<file path="src/rtl/rvm_mem_arbiter_if.sv">
// rvm_mem_arbiter_if
// Bundles the two requester ports and the shared SRAM bus of the memory
// arbiter.
//
// Handshake: a requester raises mN_req with a non-zero mN_ben. It holds
// addr/wdata/ben/wen stable until mN_done pulses for one cycle. mN_error
// and the read data in mN_rdata are valid with that pulse. In the cycle
// after done, the requester either drops req or presents its next request.
//
// Signals:
//   m0_* / m1_* : requester ports (req, addr, wdata, ben, wen in; rdata,
//                 done, error out of the arbiter).
//   mem_*       : shared SRAM bus (addr, wdata, ben, wen out of the arbiter;
//                 rdata, stall, error into it). mem_ben == 0 means idle.
// Modports:
//   slave  - arbiter side
//   master - requesters plus memory, the opposite direction
interface rvm_mem_arbiter_if;
  logic        m0_req;
  logic [31:0] m0_addr;
  logic [31:0] m0_wdata;
  logic [3:0]  m0_ben;
  logic        m0_wen;
  logic [31:0] m0_rdata;
  logic        m0_done;
  logic        m0_error;

  logic        m1_req;
  logic [31:0] m1_addr;
  logic [31:0] m1_wdata;
  logic [3:0]  m1_ben;
  logic        m1_wen;
  logic [31:0] m1_rdata;
  logic        m1_done;
  logic        m1_error;

  logic [31:0] mem_addr;
  logic [31:0] mem_wdata;
  logic [3:0]  mem_ben;
  logic        mem_wen;
  logic [31:0] mem_rdata;
  logic        mem_stall;
  logic        mem_error;

  modport slave (
    input  m0_req, m0_addr, m0_wdata, m0_ben, m0_wen,
    output m0_rdata, m0_done, m0_error,
    input  m1_req, m1_addr, m1_wdata, m1_ben, m1_wen,
    output m1_rdata, m1_done, m1_error,
    output mem_addr, mem_wdata, mem_ben, mem_wen,
    input  mem_rdata, mem_stall, mem_error
  );

  modport master (
    output m0_req, m0_addr, m0_wdata, m0_ben, m0_wen,
    input  m0_rdata, m0_done, m0_error,
    output m1_req, m1_addr, m1_wdata, m1_ben, m1_wen,
    input  m1_rdata, m1_done, m1_error,
    input  mem_addr, mem_wdata, mem_ben, mem_wen,
    output mem_rdata, mem_stall, mem_error
  );
endinterface

</file>
<file path="src/rtl/rvm_mem_arbiter.sv">
// rvm_mem_arbiter
// Shares the single SRAM bus between the core port (m0) and the
// debug/loader port (m1). The arbiter runs one transaction at a time:
//   IDLE -> BUSYn (bus driven from port n) -> DONEn (one-cycle done) -> IDLE
// A stall watchdog ends a transaction with an error after STALL_LIMIT
// consecutive stalled cycles. Setting STALL_LIMIT to 0 disables it.
//
// Ports:
//   clk       - clock, rising edge
//   reset     - synchronous, active-high
//   bus       - rvm_mem_arbiter_if.slave (requester ports + shared SRAM bus)
//   dbg_state - current FSM state (0 IDLE, 1 BUSY0, 2 BUSY1, 3 DONE0, 4 DONE1)
//
// Build option:
//   RVM_ARB_RR_EN - when defined, simultaneous requests are served round-robin.
//                   When undefined, port 0 always wins.
module rvm_mem_arbiter #(
  parameter int STALL_LIMIT = 255,
  parameter int STALL_CNT_W = 8
) (
  input  logic             clk,
  input  logic             reset,
  rvm_mem_arbiter_if.slave bus,
  output logic [2:0]       dbg_state
);

  typedef enum logic [2:0] {
    IDLE  = 3'd0,
    BUSY0 = 3'd1,
    BUSY1 = 3'd2,
    DONE0 = 3'd3,
    DONE1 = 3'd4
  } state_t;

  localparam logic [STALL_CNT_W-1:0] LIMIT = STALL_CNT_W'(STALL_LIMIT);
  localparam bit WDOG_EN = (STALL_LIMIT != 0);

  state_t                 state_q, state_d;
  logic [STALL_CNT_W-1:0] cnt_q, cnt_d, cnt_inc;
  logic [31:0]            rdata0_q, rdata0_d, rdata1_q, rdata1_d;
  logic                   err0_q, err0_d, err1_q, err1_d;
  logic                   req0_v, req1_v, grant1, timeout;

  // A request with no byte enables would look like an idle bus, so it is
  // not treated as a request.
  assign req0_v = bus.m0_req && (bus.m0_ben != 4'h0);
  assign req1_v = bus.m1_req && (bus.m1_ben != 4'h0);

`ifdef RVM_ARB_RR_EN
  // rr_q holds the port preferred on a tie. After reset it is port 0. When a
  // transaction completes, it flips to the port that was not just served.
  logic rr_q, rr_d;

  assign grant1 = req1_v && (!req0_v || rr_q);

  always_comb begin
    rr_d = rr_q;
    if (state_q == BUSY0 && state_d == DONE0) rr_d = 1'b1;
    if (state_q == BUSY1 && state_d == DONE1) rr_d = 1'b0;
  end

  always_ff @(posedge clk) begin
    if (reset) rr_q <= 1'b0;
    else       rr_q <= rr_d;
  end
`else
  assign grant1 = req1_v && !req0_v;
`endif

  // Shared bus is driven only while a port owns it.
  always_comb begin
    bus.mem_addr  = 32'h0;
    bus.mem_wdata = 32'h0;
    bus.mem_ben   = 4'h0;
    bus.mem_wen   = 1'b0;
    if (state_q == BUSY0) begin
      bus.mem_addr  = bus.m0_addr;
      bus.mem_wdata = bus.m0_wdata;
      bus.mem_ben   = bus.m0_ben;
      bus.mem_wen   = bus.m0_wen;
    end else if (state_q == BUSY1) begin
      bus.mem_addr  = bus.m1_addr;
      bus.mem_wdata = bus.m1_wdata;
      bus.mem_ben   = bus.m1_ben;
      bus.mem_wen   = bus.m1_wen;
    end
  end

  always_comb begin
    state_d  = state_q;
    cnt_d    = cnt_q;
    rdata0_d = rdata0_q;
    rdata1_d = rdata1_q;
    err0_d   = err0_q;
    err1_d   = err1_q;
    // The stall counter saturates. The watchdog fires on the stalled cycle
    // that brings the count to the limit.
    cnt_inc  = (cnt_q == '1) ? cnt_q : cnt_q + STALL_CNT_W'(1);
    timeout  = WDOG_EN && (cnt_inc == LIMIT);
    unique case (state_q)
      IDLE: begin
        if (req0_v || req1_v) state_d = grant1 ? BUSY1 : BUSY0;
      end
      BUSY0: begin
        if (!bus.mem_stall) begin
          state_d = DONE0;
          cnt_d   = '0;
          err0_d  = bus.mem_error;
          if (!bus.m0_wen) rdata0_d = bus.mem_rdata;
        end else if (timeout) begin
          state_d = DONE0;
          cnt_d   = '0;
          err0_d  = 1'b1;
        end else begin
          cnt_d = cnt_inc;
        end
      end
      BUSY1: begin
        if (!bus.mem_stall) begin
          state_d = DONE1;
          cnt_d   = '0;
          err1_d  = bus.mem_error;
          if (!bus.m1_wen) rdata1_d = bus.mem_rdata;
        end else if (timeout) begin
          state_d = DONE1;
          cnt_d   = '0;
          err1_d  = 1'b1;
        end else begin
          cnt_d = cnt_inc;
        end
      end
      DONE0: begin
        state_d = IDLE;
        err0_d  = 1'b0;
      end
      DONE1: begin
        state_d = IDLE;
        err1_d  = 1'b0;
      end
      default: state_d = IDLE;
    endcase
  end

  always_ff @(posedge clk) begin
    if (reset) begin
      state_q  <= IDLE;
      cnt_q    <= '0;
      rdata0_q <= 32'h0;
      rdata1_q <= 32'h0;
      err0_q   <= 1'b0;
      err1_q   <= 1'b0;
    end else begin
      state_q  <= state_d;
      cnt_q    <= cnt_d;
      rdata0_q <= rdata0_d;
      rdata1_q <= rdata1_d;
      err0_q   <= err0_d;
      err1_q   <= err1_d;
    end
  end

  // The error registers are only ever set on entry to DONEn and are cleared
  // on leaving it, so they can drive the outputs directly.
  assign bus.m0_done  = (state_q == DONE0);
  assign bus.m1_done  = (state_q == DONE1);
  assign bus.m0_error = err0_q;
  assign bus.m1_error = err1_q;
  assign bus.m0_rdata = rdata0_q;
  assign bus.m1_rdata = rdata1_q;
  assign dbg_state    = state_q;

endmodule

</file>
<file path="src/flat_wrapper.sv">
// flat-port wrapper written by rule: the top's interface ports become plain ports
module rvm_mem_arbiter_flat 
#(
  parameter int STALL_LIMIT = 255,
  parameter int STALL_CNT_W = 8
)
  (clk, reset, dbg_state, bus_m0_req, bus_m0_addr, bus_m0_wdata, bus_m0_ben, bus_m0_wen, bus_m0_rdata, bus_m0_done, bus_m0_error, bus_m1_req, bus_m1_addr, bus_m1_wdata, bus_m1_ben, bus_m1_wen, bus_m1_rdata, bus_m1_done, bus_m1_error, bus_mem_addr, bus_mem_wdata, bus_mem_ben, bus_mem_wen, bus_mem_rdata, bus_mem_stall, bus_mem_error);
  rvm_mem_arbiter_if bus_i ();
  input  logic clk;
  input  logic reset;
  output logic [2:0] dbg_state;
  input wire logic [$bits(bus_i.m0_req)-1:0] bus_m0_req;
  input wire logic [$bits(bus_i.m0_addr)-1:0] bus_m0_addr;
  input wire logic [$bits(bus_i.m0_wdata)-1:0] bus_m0_wdata;
  input wire logic [$bits(bus_i.m0_ben)-1:0] bus_m0_ben;
  input wire logic [$bits(bus_i.m0_wen)-1:0] bus_m0_wen;
  output wire logic [$bits(bus_i.m0_rdata)-1:0] bus_m0_rdata;
  output wire logic [$bits(bus_i.m0_done)-1:0] bus_m0_done;
  output wire logic [$bits(bus_i.m0_error)-1:0] bus_m0_error;
  input wire logic [$bits(bus_i.m1_req)-1:0] bus_m1_req;
  input wire logic [$bits(bus_i.m1_addr)-1:0] bus_m1_addr;
  input wire logic [$bits(bus_i.m1_wdata)-1:0] bus_m1_wdata;
  input wire logic [$bits(bus_i.m1_ben)-1:0] bus_m1_ben;
  input wire logic [$bits(bus_i.m1_wen)-1:0] bus_m1_wen;
  output wire logic [$bits(bus_i.m1_rdata)-1:0] bus_m1_rdata;
  output wire logic [$bits(bus_i.m1_done)-1:0] bus_m1_done;
  output wire logic [$bits(bus_i.m1_error)-1:0] bus_m1_error;
  output wire logic [$bits(bus_i.mem_addr)-1:0] bus_mem_addr;
  output wire logic [$bits(bus_i.mem_wdata)-1:0] bus_mem_wdata;
  output wire logic [$bits(bus_i.mem_ben)-1:0] bus_mem_ben;
  output wire logic [$bits(bus_i.mem_wen)-1:0] bus_mem_wen;
  input wire logic [$bits(bus_i.mem_rdata)-1:0] bus_mem_rdata;
  input wire logic [$bits(bus_i.mem_stall)-1:0] bus_mem_stall;
  input wire logic [$bits(bus_i.mem_error)-1:0] bus_mem_error;
  assign bus_i.m0_req = bus_m0_req;
  assign bus_i.m0_addr = bus_m0_addr;
  assign bus_i.m0_wdata = bus_m0_wdata;
  assign bus_i.m0_ben = bus_m0_ben;
  assign bus_i.m0_wen = bus_m0_wen;
  assign bus_m0_rdata = bus_i.m0_rdata;
  assign bus_m0_done = bus_i.m0_done;
  assign bus_m0_error = bus_i.m0_error;
  assign bus_i.m1_req = bus_m1_req;
  assign bus_i.m1_addr = bus_m1_addr;
  assign bus_i.m1_wdata = bus_m1_wdata;
  assign bus_i.m1_ben = bus_m1_ben;
  assign bus_i.m1_wen = bus_m1_wen;
  assign bus_m1_rdata = bus_i.m1_rdata;
  assign bus_m1_done = bus_i.m1_done;
  assign bus_m1_error = bus_i.m1_error;
  assign bus_mem_addr = bus_i.mem_addr;
  assign bus_mem_wdata = bus_i.mem_wdata;
  assign bus_mem_ben = bus_i.mem_ben;
  assign bus_mem_wen = bus_i.mem_wen;
  assign bus_i.mem_rdata = bus_mem_rdata;
  assign bus_i.mem_stall = bus_mem_stall;
  assign bus_i.mem_error = bus_mem_error;
  rvm_mem_arbiter #(.STALL_LIMIT(STALL_LIMIT), .STALL_CNT_W(STALL_CNT_W)) u_core (.clk(clk), .reset(reset), .bus(bus_i), .dbg_state(dbg_state));
endmodule
</file>
<file path="config.mk">
export PLATFORM = sky130hd
export DESIGN_NAME = rvm_mem_arbiter_flat
export DESIGN_NICKNAME = d
export VERILOG_FILES = /design/src/rtl/rvm_mem_arbiter_if.sv /design/src/rtl/rvm_mem_arbiter.sv /design/src/flat_wrapper.sv
export SDC_FILE = /design/constraint.sdc
export NUM_CORES = 1
export LEC_CHECK = 0
export CORE_AREA = 2 2 123 125
export CTS_BUF_LIST = sky130_fd_sc_hd__clkbuf_8
export CTS_CLUSTER_SIZE = 40
export DETAILED_ROUTE_END_ITERATION = 10
export DIE_AREA = 0 0 125 127
export PLACE_DENSITY = 0.68
export REMOVE_ABC_BUFFERS = 1
export SLEW_MARGIN = 15
export SYNTH_ARGS = -nofsm -noshare
export SYNTH_HDL_FRONTEND = slang
export SYNTH_SLANG_ARGS = --single-unit
</file>
<file path="constraint.sdc">
create_clock -name clk -period 1.7 [get_ports clk]
set_input_delay 0.425 -clock clk [delete_from_list [all_inputs] [get_ports clk]]
set_output_delay 0.425 -clock clk [all_outputs]
set_load 0.02 [all_outputs]
</file>
Yosys cells after proc, flatten, opt, wreduce, memory -nomap -nowiden
Cells that the tools add are included.
Widths: inputs -> output; s select.
Word-level totals
  register bits: 77
  latch bits: 0
  RAM bits: 0
  ROM bits: 0
  input port bits: 176
  output and inout port bits: 140
  logic and storage cells: 57
  memories kept: 0
Operators by class
  add/subtract/negate cells: 1
  multiply operators: 0
  divide/modulo/power cells: 0
  order comparisons: 0
  equal/unequal tests: 9
  shift-type cells: 0
  muxes and demuxes: 22
  bitwise gates (word level): 3
  reductions and logical operators: 16
Operators with widths (number)
  $mux 32: 4
  $mux 8: 3
  $eq 8x8->1 const B: 2
  $mux 3: 5
  $pmux 3 s3: 1
  $reduce_and 3->1: 3
  $add 8x1->8 const B: 1
  $mux 4: 2
  $reduce_bool 4->1: 2
  $eq 3x2->1 const B: 2
  $ne 3x2->1 const B: 2
  $mux 1: 4
  $pmux 1 s2: 2
  $reduce_and 2->1: 2
  $reduce_bool 2->1: 2
  $eq 3x1->1 const B: 1
  $eq 3x3->1 const B: 1
  $logic_and 1x1->1: 3
  $logic_not 3->1: 1
  $not 1->1: 3
  $mux 2: 1
  $ne 2x1->1 const B: 1
  $reduce_or 2->1: 1
  $logic_not 1->1: 1
  $logic_or 1x1->1: 1

Depth between registers and ports, before layout
  depth after elaboration: 7
  mapped depth: 8
  gate-level depth less buffers: 6

Worst setup path before layout
No wires, ideal clock.
  path type: flip-flop to output port
  start: reg u_core.state_q[2] (netlist: u_core.dbg_state[2])
  end: out bus_mem_addr[21]
  data arrival time: 1674 ps
  data required time: 1275 ps
  setup slack: -399 ps
  stages on the path, launching flop included: 7
  path buffers: 3
  cells stage by stage: dfxtp_1 buf_2 nand2b_1 nor2_1 buf_2 buf_2 a22o_1
Between the ends
  cells in the longest elaborated chain, start to end: 3
  elaborated cells on any way between the ends: 4
  those cells by class: eq/ne (2); mux (2)
Ends and longest elaborated chain
  start: declaration: RTL line rvm_mem_arbiter.sv:38  | state_t state_q, state_d;
  start signal: assignment: RTL line rvm_mem_arbiter.sv:153  | state_q <= state_d;
  $eq 3x2->1: RTL line rvm_mem_arbiter.sv:81  | end else if (state_q == BUSY1) begin
  $mux 32: RTL line rvm_mem_arbiter.sv:81
  $mux 32 (*): RTL line rvm_mem_arbiter.sv:76  | if (state_q == BUSY0) begin
  end: declaration: RTL line flat_wrapper.sv:28  | output wire logic [$bits(bus_i.mem_addr)-1:0] bus_mem_addr;
Every way passes the cells marked *; elsewhere a longest branch is shown, timed or not.

Worst setup path in the final report
  start: reg u_core.state_q[2] (netlist: u_core.dbg_state[2])
  end: out bus_mem_addr[15]
Same word-level chain as after synthesis.

==> flow_metrics.tcl <==
set metrics [dict create \
    run_status "finished, violations left" \
    failed_checks "setup timing" \
    postPlaceCellArea_mm2 0.007538 \
    tritoncts "done" \
    syn-cell-area_mm2 0.003836 \
    finish.net_count 1026 \
    antenna-diode-count 0 \
    floorplan.die.height_um 127 \
    num_cts_buffers 9 \
    finalWeightedCongestion 0.8652 \
    numPortBuffers 315 \
    post-route-period-util 1.213 \
    wirelength_mm 20.23 \
    layout.cell_area.non_filler_mm2 0.008763 \
    power.density_mw_per_mm2 634.2 \
    ys_dominant_reg_cell "dfxtp_1" \
    hp-class "flop to flop" \
    wl_per_cell_um 19.49 \
    cp.required_ns 1.27 \
    worst-setup-path-type "flop to output port" \
    grt_start_max_net_pins 63 \
    cellLeakagePower_nw 3.694 \
    yosysSeqAreaShare 0.4018 \
    final.min_clock_period_ns 2.061 \
    asyncSetResetFlopFracSynth 0 \
    final.fill_count 1218 \
    cts_num_sinks 77 \
    floorplan.die.width_um 125 \
    postRouteAntennaNets 0 \
    cap_violations 0 \
    syn-instance-count 483 \
    yosys.cell_types.count 45 \
    initialDrtViolationCount 364 \
    synth-seq-cells 77 \
    overflow 0 \
    cts_max_path_buffers 2 \
    floorplan.initialDensity 0.2660 \
    achievable-frequency_mhz 485.1 \
    number_of_iterations_in_the_first_detailed_routing_pass 4 \
    dieArea_mm2 0.01588 \
    slew_violations 0 \
    grt_pass1_wl_mm 27.39 \
    cts_htree_levels 3 \
    total_of_endpoints_with_negative_setup_slack_in_the_final_report 107 \
    crit_path_start "u_core.dbg_state[2]" \
    synth.avg_cell_area_um2 7.942 \
    groute.usage.overall 0.2166 \
    drt_via_density 5.052 \
    cp-start-kind "flop" \
    core-area_mm2 0.01442 \
    hold_fails_final_rpt 0 \
    setup_ws_ns -0.3614 \
    cts-root-buf "clkbuf_8" \
    rsz0062_at_grt "true" \
    worstPathArrival_ns 1.64 \
    critical_path.endpoint_type "output port" \
    first_global_vias 5113 \
    synth-edff-count 0 \
    place.detailed.hpwl_mm 13.73 \
    area_growth_syn_to_layout_pct 128.4 \
    clock_latency_ns 0.35 \
    boundaryPins 316 \
    clkTransAtPathRegs_ns 0.09 \
    drt_drc_violations_left 0 \
    worstReg2RegStart "u_core.dbg_state[2]" \
    skew_ns 0.01551 \
    tightest_slew_ns 0.4308 \
    final_util 0.6076 \
    crit_path_max_fanout 16 \
    fp-row-count 44 \
    ir_drop_mv 0.3242 \
    ys.warnings.count 0 \
    holdCritStartpoint "u_core.bus.m1_rdata[6]" \
    via_count 5244 \
    antenna_found_initial 0 \
    worst_slew_margin_rel 0.7128 \
    final_layout_size_suffix_gt1_frac 0.3501 \
]
-- per-layer routing --
metal  GRT usage  share of wire
met1      0.2552           0.39
met3     0.05067          0.067
met4     0.06667          0.030
met5           0              0
met2      0.3913           0.52
-- cells by family after synthesis --
logic type | synth area share
fa+ha+maj | 0.003261
compound gates | 0.3082
simple gates | 0.2120
mux | 0.01337
flops | 0.4018
buf+inv | 0.05904
xor+xnor | 0.002284
-- critical path, cell delays in order, from the launching register on --
cell and delay [ns]:
dfxtp_4 0.37, nor3_4 0.25, buf_6 0.18, buf_16 0.15, a22o_1 0.19, buf_6 0.13
-- synthesized netlist by cell type, types with 3 or more instances --
cell type | number | share of area
a21oi_1 | 70 | 0.091
nand2b_1 | 5 | 0.0082
nor3_2 | 3 | 0.0078
nand4_1 | 3 | 0.0049
nand3_1 | 7 | 0.0091
or3_1 | 3 | 0.0049
clkbuf_1 | 22 | 0.022
buf_6 | 4 | 0.012
o21ai_0 | 3 | 0.0039
mux2i_1 | 4 | 0.010
and3_1 | 5 | 0.0082
nor3_1 | 3 | 0.0039
a211oi_1 | 8 | 0.016
nor2_1 | 9 | 0.0088
buf_2 | 16 | 0.021
a22o_1 | 69 | 0.16
nand2_1 | 140 | 0.14
dfxtp_1 | 77 | 0.40
-- sequential cells by signal, indices dropped and copies added (netlist names) --
register	flops
u_core.bus.m1_rdata	32
u_core.bus.m1_error	1
u_core.bus.m0_rdata	32
u_core.dbg_state	3
u_core.cnt_q	8
u_core.bus.m0_error	1
-- layout by cell type, fill, tap and decap left out, types with 3 or more instances in the layout --
master / synthesis / routed
clkdlybuf4s50_1: 0 / 172
nand2_1: 140 / 93
buf_6: 4 / 80
dfxtp_1: 77 / 71
dlygate4sd2_1: 0 / 70
a22o_1: 69 / 64
buf_4: 1 / 50
a21oi_1: 70 / 42
nand2_2: 0 / 37
a21oi_2: 0 / 28
buf_12: 0 / 11
nand2_4: 0 / 10
clkbuf_8: 0 / 10
clkbuf_16: 0 / 7
nor2_1: 9 / 6
a22o_4: 0 / 5
and3_4: 1 / 5
nand3_1: 7 / 5
a211oi_1: 8 / 5
buf_8: 0 / 5
dfxtp_2: 0 / 4
nor3_4: 0 / 3
nor2_4: 1 / 3
nand4_1: 3 / 3
nand2b_1: 5 / 3
mux2i_1: 4 / 3
a211oi_2: 0 / 3
-- timing repair --
action,4_1_cts,5_1_grt
gates cloned,5,9
buffers inserted,8,11
pin swaps,14,37
hold buffers,0,0
gates resized for setup,462,167
setup endpoints to repair,216,146
-- cell type report --
class                      count  area (um2)  area share
timing repair buffer         398        4141      0.4726
multi-input combinational    360        2603      0.2970
sequential                    77        1554      0.1773
tap                          184       230.2     0.02627
clock buffer                  10       137.6     0.01571
clock inverter                 6       86.33    0.009852
inverter                       3       11.26    0.001285
-- power breakdown --
| group | total [mW] | switching, mW | internal (mW) | leakage, nW |
|---|---|---|---|---|
| Clock | 1.56 | 0.699 | 0.865 | 0.112 |
| Combinational | 2.11 | 0.951 | 1.16 | 2.96 |
| Sequential | 1.88 | 0.0337 | 1.85 | 0.626 |
-- through the flow --
step	cells	setup WS [ns]	power [mW]	hold WS, ns	setup TNS, ns
final	1038	-0.3614	5.558	0.4550	-28.82
after global routing	1038	-0.4187	5.768	0.4646	-35.50
after CTS	1022	-0.3902	5.351	0.4556	-24.57
after detailed placement	993	-0.5740	3.714	0.4460	-41.78
after global placement	993	-0.5626	3.694	0.4409	-37.38
after floorplan	440	-2.074	2.567	0.4776	-179.00
-- final timing paths --
path / endpoint / slack (ns) / depth (start not counted)
hold / removal: u_core.bus.m1_rdata[6] / 0.45 / 2
setup / recovery: bus_mem_addr[15] / -0.36 / 5
hold reg to reg: u_core.bus.m1_rdata[6] / 0.45 / 2
setup reg to reg: u_core.bus.m1_rdata[10] / -0.26 / 8
No activity file was read; power rests on OpenSTA's default activity.
